--- config.mk ---
export PLATFORM = sky130hd
export DESIGN_NAME = led_fade_driver_flat
export DESIGN_NICKNAME = d
export VERILOG_FILES = /design/src/rtl/led_pkg.sv /design/src/rtl/led_fade_driver_if.sv /design/src/rtl/bit_sync.sv /design/src/rtl/led_fade_driver.sv /design/src/flat_wrapper.sv
export SDC_FILE = /design/constraint.sdc
export NUM_CORES = 1
export LEC_CHECK = 0
export BUFFER_PORTS_ARGS = -buffer_cell sky130_fd_sc_hd__buf_2
export CORE_ASPECT_RATIO = 0.9
export CORE_MARGIN = 2
export CORE_UTILIZATION = 65
export DETAILED_ROUTE_END_ITERATION = 16
export PLACE_DENSITY_LB_ADDON = 0.05
export SETUP_SLACK_MARGIN = 0.4
export SYNTH_ARGS = -nofsm -noshare
export SYNTH_HDL_FRONTEND = slang
export SYNTH_SLANG_ARGS = --single-unit
--- constraint.sdc ---
create_clock -name Clock_IN -period 6.7 [get_ports Clock_IN]
set_clock_uncertainty 0.15 [all_clocks]
set_input_delay 1.005 -clock Clock_IN [delete_from_list [all_inputs] [get_ports Clock_IN]]
set_output_delay 1.005 -clock Clock_IN [all_outputs]
set_load 0.01 [all_outputs]
--- src/rtl/led_pkg.sv ---
// Shared types and default constants for the LED fade driver family.
// Purpose only; no logic lives here.
package led_pkg;

    typedef enum logic [1:0] {
        IDLE = 2'd0,
        UP   = 2'd1,
        DOWN = 2'd2
    } fade_state_t;

    localparam int PWM_BITS_DEF    = 8;
    localparam int STEP_DIV_DEF    = 1024;
    localparam int SYNC_STAGES_DEF = 2;

endpackage

--- src/rtl/led_fade_driver_if.sv ---
// Purpose: bundles the blink input, enable and LED drive/status outputs of the fade driver.
// Latency: none, wires only.
// Backpressure: none, level-based signals.
interface led_fade_driver_if
    import led_pkg::*;
#(
    parameter int PWM_BITS = PWM_BITS_DEF
);
    logic                Blink_IN;
    logic                Enable;
    logic                LED_OUT;
    logic [PWM_BITS-1:0] Level;
    logic                Ramping;

    modport master (
        output Blink_IN,
        output Enable,
        input  LED_OUT,
        input  Level,
        input  Ramping
    );

    modport slave (
        input  Blink_IN,
        input  Enable,
        output LED_OUT,
        output Level,
        output Ramping
    );

endinterface

--- src/rtl/bit_sync.sv ---
// Purpose: N-flop single-bit synchronizer for asynchronous inputs.
// Latency: STAGES cycles from d to q.
// Backpressure: none, free-running.
module bit_sync #(
    parameter int STAGES = 2
) (
    input  logic core_clk,
    input  logic arst_n,
    input  logic d,
    output logic q
);

    logic [STAGES-1:0] sync_q;

    always_ff @(posedge core_clk or negedge arst_n) begin
        if (!arst_n) begin
            sync_q <= '0;
        end else begin
            sync_q <= {sync_q[STAGES-2:0], d};
        end
    end

    assign q = sync_q[STAGES-1];

endmodule

--- src/rtl/led_fade_driver.sv ---
// Purpose: turns blink level edges into linear brightness ramps driving a PWM LED output.
// Latency: ramp starts SYNC_STAGES cycles after a blink edge; LED_OUT lags Level/pwm by one cycle.
// Backpressure: none; Enable=0 blanks the LED and freezes state, Level and prescaler.
module led_fade_driver
    import led_pkg::*;
#(
    parameter int PWM_BITS    = PWM_BITS_DEF,
    parameter int STEP_DIV    = STEP_DIV_DEF,
    parameter int SYNC_STAGES = SYNC_STAGES_DEF
) (
    input  logic         Clock_IN,
    input  logic         Reset,
    led_fade_driver_if.slave fade
);

    localparam int                  CNT_W    = $clog2(STEP_DIV);
    localparam logic [CNT_W-1:0]    CNT_LAST = CNT_W'(STEP_DIV - 1);
    localparam logic [PWM_BITS-1:0] PWM_MAX  = '1;

    fade_state_t         state, state_nxt;
    logic [CNT_W-1:0]    step_cnt;
    logic [PWM_BITS-1:0] level;
    logic [PWM_BITS-1:0] pwm_cnt;
    logic [PWM_BITS-1:0] target;
    logic                blink_s;
    logic                tick;
    logic                led_q;
    logic                ramping_q;

    bit_sync #(
        .STAGES (SYNC_STAGES)
    ) u_blink_sync (
        .core_clk (Clock_IN),
        .arst_n   (Reset),
        .d        (fade.Blink_IN),
        .q        (blink_s)
    );

    // Direction is re-decided every enabled cycle, so a reversal mid-ramp goes straight UP<->DOWN.
    always_comb begin
        state_nxt = state;
        target    = blink_s ? PWM_MAX : '0;
        tick      = (step_cnt == CNT_LAST) && (state != IDLE);
        if (fade.Enable) begin
            if (target > level) begin
                state_nxt = UP;
            end else if (target < level) begin
                state_nxt = DOWN;
            end else begin
                state_nxt = IDLE;
            end
        end
    end

    always_ff @(posedge Clock_IN or negedge Reset) begin
        if (!Reset) begin
            state     <= IDLE;
            step_cnt  <= '0;
            level     <= '0;
            pwm_cnt   <= '0;
            led_q     <= 1'b0;
            ramping_q <= 1'b0;
        end else begin
            state     <= state_nxt;
            pwm_cnt   <= pwm_cnt + 1'b1;
            led_q     <= fade.Enable & ((level == PWM_MAX) | (pwm_cnt < level));
            ramping_q <= (state_nxt != IDLE);
            if (fade.Enable) begin
                // Prescaler restarts from zero on every fresh ramp but runs on through a reversal.
                if ((state == IDLE) || (state_nxt == IDLE)) begin
                    step_cnt <= '0;
                end else if (step_cnt == CNT_LAST) begin
                    step_cnt <= '0;
                end else begin
                    step_cnt <= step_cnt + 1'b1;
                end
                if (tick) begin
                    if ((state == UP) && (level != PWM_MAX)) begin
                        level <= level + 1'b1;
                    end else if ((state == DOWN) && (level != '0)) begin
                        level <= level - 1'b1;
                    end
                end
            end
        end
    end

    assign fade.LED_OUT = led_q;
    assign fade.Level   = level;
    assign fade.Ramping = ramping_q;

endmodule

--- src/flat_wrapper.sv ---
// flat-port wrapper written by rule: the top's interface ports become plain ports
module led_fade_driver_flat import led_pkg::*;
#(
    parameter int PWM_BITS    = PWM_BITS_DEF,
    parameter int STEP_DIV    = STEP_DIV_DEF,
    parameter int SYNC_STAGES = SYNC_STAGES_DEF
)
  (Clock_IN, Reset, fade_Blink_IN, fade_Enable, fade_LED_OUT, fade_Level, fade_Ramping);
  led_fade_driver_if #(.PWM_BITS(PWM_BITS)) fade_i ();
  input  logic Clock_IN;
  input  logic Reset;
  input wire logic [$bits(fade_i.Blink_IN)-1:0] fade_Blink_IN;
  input wire logic [$bits(fade_i.Enable)-1:0] fade_Enable;
  output wire logic [$bits(fade_i.LED_OUT)-1:0] fade_LED_OUT;
  output wire logic [$bits(fade_i.Level)-1:0] fade_Level;
  output wire logic [$bits(fade_i.Ramping)-1:0] fade_Ramping;
  assign fade_i.Blink_IN = fade_Blink_IN;
  assign fade_i.Enable = fade_Enable;
  assign fade_LED_OUT = fade_i.LED_OUT;
  assign fade_Level = fade_i.Level;
  assign fade_Ramping = fade_i.Ramping;
  led_fade_driver #(.PWM_BITS(PWM_BITS), .STEP_DIV(STEP_DIV), .SYNC_STAGES(SYNC_STAGES)) u_core (.Clock_IN(Clock_IN), .Reset(Reset), .fade(fade_i));
endmodule
* Word-level counts from Yosys, hierarchy flattened
Index checks and enable logic that the tools add are counted.
Widths: inputs -> output; s select.
** Storage, ports and cells
- Register bits :: 32
- Input bits :: 4
- Output and inout bits :: 10
- Logic and storage cells :: 40
** Cells by class
- $lt $le $gt $ge :: 3
- Bitwise logic cells :: 2
- Equal/unequal tests :: 5
- Add/subtract/negate cells :: 4
- Muxes and demuxes :: 8
- Reductions and logical operators :: 11
** Operators by type and width (number)
- $mux 8 :: 3
- $mux 10 :: 2
- $add 8x1->8 const B :: 2
- $lt 8x8->1 :: 2
- $add 10x1->10 const B :: 1
- $eq 10x10->1 const B :: 1
- $eq 8x8->1 const B :: 1
- $gt 8x8->1 :: 1
- $ne 8x8->1 const B :: 1
- $reduce_bool 8->1 :: 1
- $sub 8x1->8 const B :: 1
- $mux 2 :: 3
- $reduce_bool 2->1 :: 3
- $logic_not 2->1 :: 2
- $logic_and 1x1->1 :: 3
- $reduce_and 3->1 :: 1
- $eq 2x1->1 const B :: 1
- $eq 2x2->1 const B :: 1
- $and 1x1->1 :: 1
- $logic_or 1x1->1 :: 1
- $or 1x1->1 :: 1

* Depth between registers and ports, before layout
- Depth after elaboration :: 8
- Depth in mapped cells :: 11

* By module
From an unflattened synthesis, not the netlist that was laid out.
** Second synthesis, totals
- Cell total of the unflattened synthesis :: 208
- Area total of the unflattened synthesis :: 2049.5 µm²
** Modules (own cells, without submodules)
- led_fade_driver :: cells each 206, times used 1, area each 1999.4 µm², seq. area each 750.7 µm²
- bit_sync :: cells each 2, times used 1, area each 50.0 µm², seq. area each 50.0 µm²

* Worst setup path before layout
OpenSTA, ideal clock, no wires.
- Path type :: register -> register
- Start :: reg u_core.level[0], in the netlist u_core.fade.Level[0]
- End :: reg u_core.level[6], in the netlist u_core.fade.Level[6]
- Required time :: 6.429 ns
- Stages on the path, launching flop included :: 12
- Slack :: 4.017 ns
- Data arrival time :: 2.412 ns
- Library setup time :: 0.121 ns
- Cell sequence :: dfrtp_1 > nand4_1 > nor2_1 > nor3_1 > inv_1 > fa_1 > a21o_1 > a21oi_1 > o21bai_1 > a21oi_1 > xor2_1 > o21ai_2
** Between the ends
- Longest elaborated chain between the ends :: 4
** RTL lines
- from (decl) :: line led_fade_driver.sv:22 : logic [PWM_BITS-1:0] level;
- from (signal assigned) :: line led_fade_driver.sv:79 : level <= level + 1'b1;
- from (signal assigned) :: line led_fade_driver.sv:81 : level <= level - 1'b1;
- branches (longest 4 deep; another with $sub 8x1->8)
Parallel ways; which one is timed is not known. The select of a mux whose other input is x is not followed.
A chain may end at the register's enable or synchronous reset.

* Final worst setup path
Ends and elaborated chain as after synthesis.

==> run_results.csv <==
group,metric,value,unit
drt,detail-route-antenna-nets,0,
cts,cts_htree_levels,2,
sta,drv_slew,0,
drt,routed_wire_length_per_instance,14.8,um
die,design.portCount,14,
cts,cts_post_setup_buffers_inserted,0,
sta,fin_ws,3.71,ns
drt,viasPerCell,5.92,
cells_and_area,postLayoutCoreUtil,74.1,%
sta,timing.fmax,334,MHz
grt,grt_first_pass_wirelength,7400,um
cells_and_area,nets,259,
cells_and_area,drive_gt1_share,16.4,%
min_path,worstHoldPathType,"flop to flop",
critical_path,critPathLaunchType,"flop",
die,floorplan.initialDensity,67.8,%
placed_design,placed_cells,266,
cts,postCtsResizedCells,0,
cells_and_area,areaGrowthSynthToFinish,9.41,%
cts,cts_made_buffers,5,
die,placement_rows,19,
placed_design,io_buffer_count,13,
grt,via_count_of_the_first_global_routing_pass,1639,
logic_synthesis,postSynthRegisterBits,32,
status,outcome,"completed",
logic_synthesis,ys_async_sr_fraction,100,%
power,power.sequential.fraction,47.6,%
logic_synthesis,yosysTopAreaCellShare,38.8,%
logic_synthesis,nets_in_the_synthesized_netlist,242,
min_path,hold_path.startpoint,"u_core.u_blink_sync.sync_q[0]$_DFF_PN0_",
sta,min_period_over_period,44.6,%
drt,firstDrtPassIters,5,
placed_design,place_area,2160,sq um
cells_and_area,diodes,0,
die,fp.dieW,63.4,um
sta,timing_hold_violations_final,0,
grt,globalRouteTotalUtil,26.1,%
cts,cts.reportedPaths.clkPinSlew,0.10,ns
power,power_frac_comb,19.0,%
critical_path,rrSetupSlack,3.71,ns
logic_synthesis,ys_seq_area_share,38.8,%
sta,slew-limit-headroom,53.2,%
placed_design,globalplace.congestion,0.893,
critical_path,worst_ep_arrival_time,3.06,ns
power,vdd_ir_drop_max,0.171,mV
placed_design,dp.final_hpwl,2980,um
sta,fin_tns_setup,0,ns
critical_path,critical_path.reg2reg.endpoint,"u_core.fade.Level[6]$_DFFE_PN0P_",
logic_synthesis,synth.top_cells.by_area,"sky130_fd_sc_hd__dfrtp_1, sky130_fd_sc_hd__ha_1, sky130_fd_sc_hd__inv_1, sky130_fd_sc_hd__nand2_1, sky130_fd_sc_hd__o21ai_0",
sta,final.hold.worst_slack,0.210,ns
critical_path,worst_ep_required_time,6.77,ns
logic_synthesis,synth-edff-count,0,
cells_and_area,layoutNonFillerInstCount,274,
power,post-layout-total-power,0.499,mW
critical_path,critPathMaxFanout,8,
cts,root_cell_of_the_clock_tree,"sky130_fd_sc_hd__clkbuf_4",
sta,setup_viol_count_final,0,
logic_synthesis,synth.distinct_cells,49,
min_path,count_of_cells_along_the_worst_hold_path,0,
power,static-leakage-power,1.09,nW
cts,num_clock_sinks,32,
sta,tightestPinTransition,0.701,ns
logic_synthesis,syn-instance-count,214,
min_path,whs_endpoint,"u_core.u_blink_sync.sync_q[1]$_DFF_PN0_",
drt,wl,4050,um
drt,detailroute.via_count,1621,
power,power_density,221,nW/um^2
power,p_int,0.354,mW
drt,post-route-drc-count,0,
grt,antenna_found_initial,0,
die,core-area,3040,sq um
sta,layout_min_cycle_time,2.99,ns
logic_synthesis,ys_dominant_reg_cell,"sky130_fd_sc_hd__dfrtp_1",
critical_path,ff2ff_path_depth,11,
logic_synthesis,synthesis.area_per_instance,9.64,sq um
job,max_cap_viol_count,0,
logic_synthesis,yosys.area.top_type,"sky130_fd_sc_hd__dfrtp_1",
cts,clock_path_buffers,2,
cts,cts_tree,"done",
die,fp.dieH,57.4,um
power,switchingPower,0.145,mW
cells_and_area,postLayoutCellArea,2260,sq um
grt,pin_count_of_the_biggest_net_entering_global_routing,33,
power,sw_frac_of_total,29.1,%
placed_design,dp_worst_setup_slack,3.78,ns
critical_path,criticalPathCategory,"flop to flop",
cts,clock_latency_at_the_later_pin_of_the_worst_skew_pair,0.34,ns
power,power.clock.fraction,33.3,%
logic_synthesis,mappedNetlistArea,2060,sq um
grt,grt_overflow_total,0,
drt,drt_first_iter_violations,144,
die,fp.dieArea,3640,sq um
sta,rsz_0062_raised_after_global_routing,"no",
cts,postCtsHoldBufs,0,
critical_path,worst_r2r_startpoint,"u_core.fade.Level[0]$_DFFE_PN0P_",
critical_path,setup.worst_path.end_class,"flop",
logic_synthesis,synth.yosys.warnings,0,
-- layer usage --
metal | GRT usage (%) | wire [um] | up-vias
met1 | 33.9 | 1820 | 761
met2 | 42.6 | 1940 | 56
met5 | 0 | 0 | -
met3 | 5.52 | 223 | 11
met4 | 11.2 | 70 | 0
li1 | - | - | 793
-- power groups by stage --
stage / Combinational (mW) / Sequential (mW) / Clock, mW
finish: 0.0949 / 0.238 / 0.166
global route: 0.109 / 0.242 / 0.178
CTS: 0.0954 / 0.237 / 0.171
detailed placement: 0.0946 / 0.241 / 0
global placement: 0.0876 / 0.240 / 0
floorplan: 0.0734 / 0.237 / 0
-- worst max-delay path by stage --
stage / start / to / slack, ns / cells after the start
after floorplan: u_core.fade.Level[0]$_DFFE_PN0P_ / u_core.fade.Level[6]$_DFFE_PN0P_ / 4.02 / 11
after global placement: u_core.fade.Level[0]$_DFFE_PN0P_ / u_core.fade.Level[6]$_DFFE_PN0P_ / 3.90 / 11
after CTS: u_core.fade.Level[0]$_DFFE_PN0P_ / u_core.fade.Level[6]$_DFFE_PN0P_ / 3.71 / 11
final: u_core.fade.Level[0]$_DFFE_PN0P_ / u_core.fade.Level[6]$_DFFE_PN0P_ / 3.71 / 11
after detailed placement: u_core.fade.Level[0]$_DFFE_PN0P_ / u_core.fade.Level[6]$_DFFE_PN0P_ / 3.78 / 11
after global routing: u_core.fade.Level[0]$_DFFE_PN0P_ / u_core.fade.Level[7]$_DFFE_PN0P_ / 3.44 / 11
-- logic make-up after synthesis --
kind of cell,after synthesis,share of synthesized area (%)
mux,3,1.76
flops,32,38.8
buf+inv,25,4.92
compound gates,49,15.8
xor+xnor,13,5.89
fa+ha+maj,24,14.9
simple gates,68,17.9
-- area by class of cell --
cell class | count | area [sq um]
clock buffer | 7 | 65.1
clock inverter | 1 | 30.0
fill | 239 | 787
inverter | 22 | 82.6
multi-input combinational | 157 | 1160
sequential | 32 | 801
tap | 42 | 52.6
timing repair buffer | 13 | 65.1
-- cells in the final DEF (no fill, tap or decap), types with 2 or more instances in the layout --
| master | netlist | final |
|---|---|---|
| sky130_fd_sc_hd__a21oi_1 | 9 | 9 |
| sky130_fd_sc_hd__o21bai_1 | 2 | 2 |
| sky130_fd_sc_hd__and3_2 | 2 | 2 |
| sky130_fd_sc_hd__xnor2_1 | 7 | 7 |
| sky130_fd_sc_hd__xor2_1 | 5 | 5 |
| sky130_fd_sc_hd__inv_1 | 22 | 22 |
| sky130_fd_sc_hd__and4_1 | 3 | 3 |
| sky130_fd_sc_hd__o21ai_2 | 5 | 5 |
| sky130_fd_sc_hd__a31oi_1 | 2 | 2 |
| sky130_fd_sc_hd__clkbuf_8 | 0 | 2 |
| sky130_fd_sc_hd__nand3_1 | 11 | 11 |
| sky130_fd_sc_hd__nand2_1 | 18 | 18 |
| sky130_fd_sc_hd__o211ai_1 | 2 | 2 |
| sky130_fd_sc_hd__nor2_1 | 12 | 12 |
| sky130_fd_sc_hd__o21ai_0 | 13 | 13 |
| sky130_fd_sc_hd__and3_1 | 5 | 5 |
| sky130_fd_sc_hd__o21a_1 | 3 | 3 |
| sky130_fd_sc_hd__nor3_1 | 3 | 3 |
| sky130_fd_sc_hd__ha_1 | 23 | 23 |
| sky130_fd_sc_hd__a21boi_0 | 2 | 2 |
| sky130_fd_sc_hd__nor4_1 | 2 | 2 |
| sky130_fd_sc_hd__buf_2 | 0 | 13 |
| sky130_fd_sc_hd__dfrtp_1 | 32 | 32 |
| sky130_fd_sc_hd__clkbuf_4 | 0 | 5 |
| sky130_fd_sc_hd__nand4_1 | 3 | 3 |
-- critical path, stage by stage (launching register included) --
cell and delay, ns:
sky130_fd_sc_hd__dfrtp_1 0.52, sky130_fd_sc_hd__nand4_1 0.18, sky130_fd_sc_hd__nor2_1 0.08, sky130_fd_sc_hd__nor3_1 0.29
sky130_fd_sc_hd__inv_1 0.24, sky130_fd_sc_hd__fa_1 0.46, sky130_fd_sc_hd__a21o_1 0.18, sky130_fd_sc_hd__a21oi_1 0.23
sky130_fd_sc_hd__o21bai_1 0.09, sky130_fd_sc_hd__a21oi_1 0.17, sky130_fd_sc_hd__xor2_1 0.21, sky130_fd_sc_hd__o21ai_2 0.08
-- cell usage after synthesis, types with 2 or more instances --
master / n
sky130_fd_sc_hd__inv_1: 22
sky130_fd_sc_hd__o21ai_2: 5
sky130_fd_sc_hd__o21ai_0: 13
sky130_fd_sc_hd__nor4_1: 2
sky130_fd_sc_hd__nor2_1: 12
sky130_fd_sc_hd__and3_1: 5
sky130_fd_sc_hd__o211ai_1: 2
sky130_fd_sc_hd__a21boi_0: 2
sky130_fd_sc_hd__nor3_1: 3
sky130_fd_sc_hd__ha_1: 23
sky130_fd_sc_hd__and3_2: 2
sky130_fd_sc_hd__nand3_1: 11
sky130_fd_sc_hd__and4_1: 3
sky130_fd_sc_hd__o21bai_1: 2
sky130_fd_sc_hd__xor2_1: 5
sky130_fd_sc_hd__nand2_1: 18
sky130_fd_sc_hd__dfrtp_1: 32
sky130_fd_sc_hd__a21oi_1: 9
sky130_fd_sc_hd__nand4_1: 3
sky130_fd_sc_hd__a31oi_1: 2
sky130_fd_sc_hd__clkbuf_1: 2
sky130_fd_sc_hd__o21a_1: 3
sky130_fd_sc_hd__xnor2_1: 7
-- state kept, by name, indices dropped and copies added (netlist names) --
register / flops
u_core.step_cnt: 10
u_core.fade.Level: 8
u_core.pwm_cnt: 8
u_core.state: 2
u_core.u_blink_sync.sync_q: 2
u_core.fade.LED_OUT: 1
u_core.fade.Ramping: 1
Note: power is estimated with default switching activity, not from simulation.
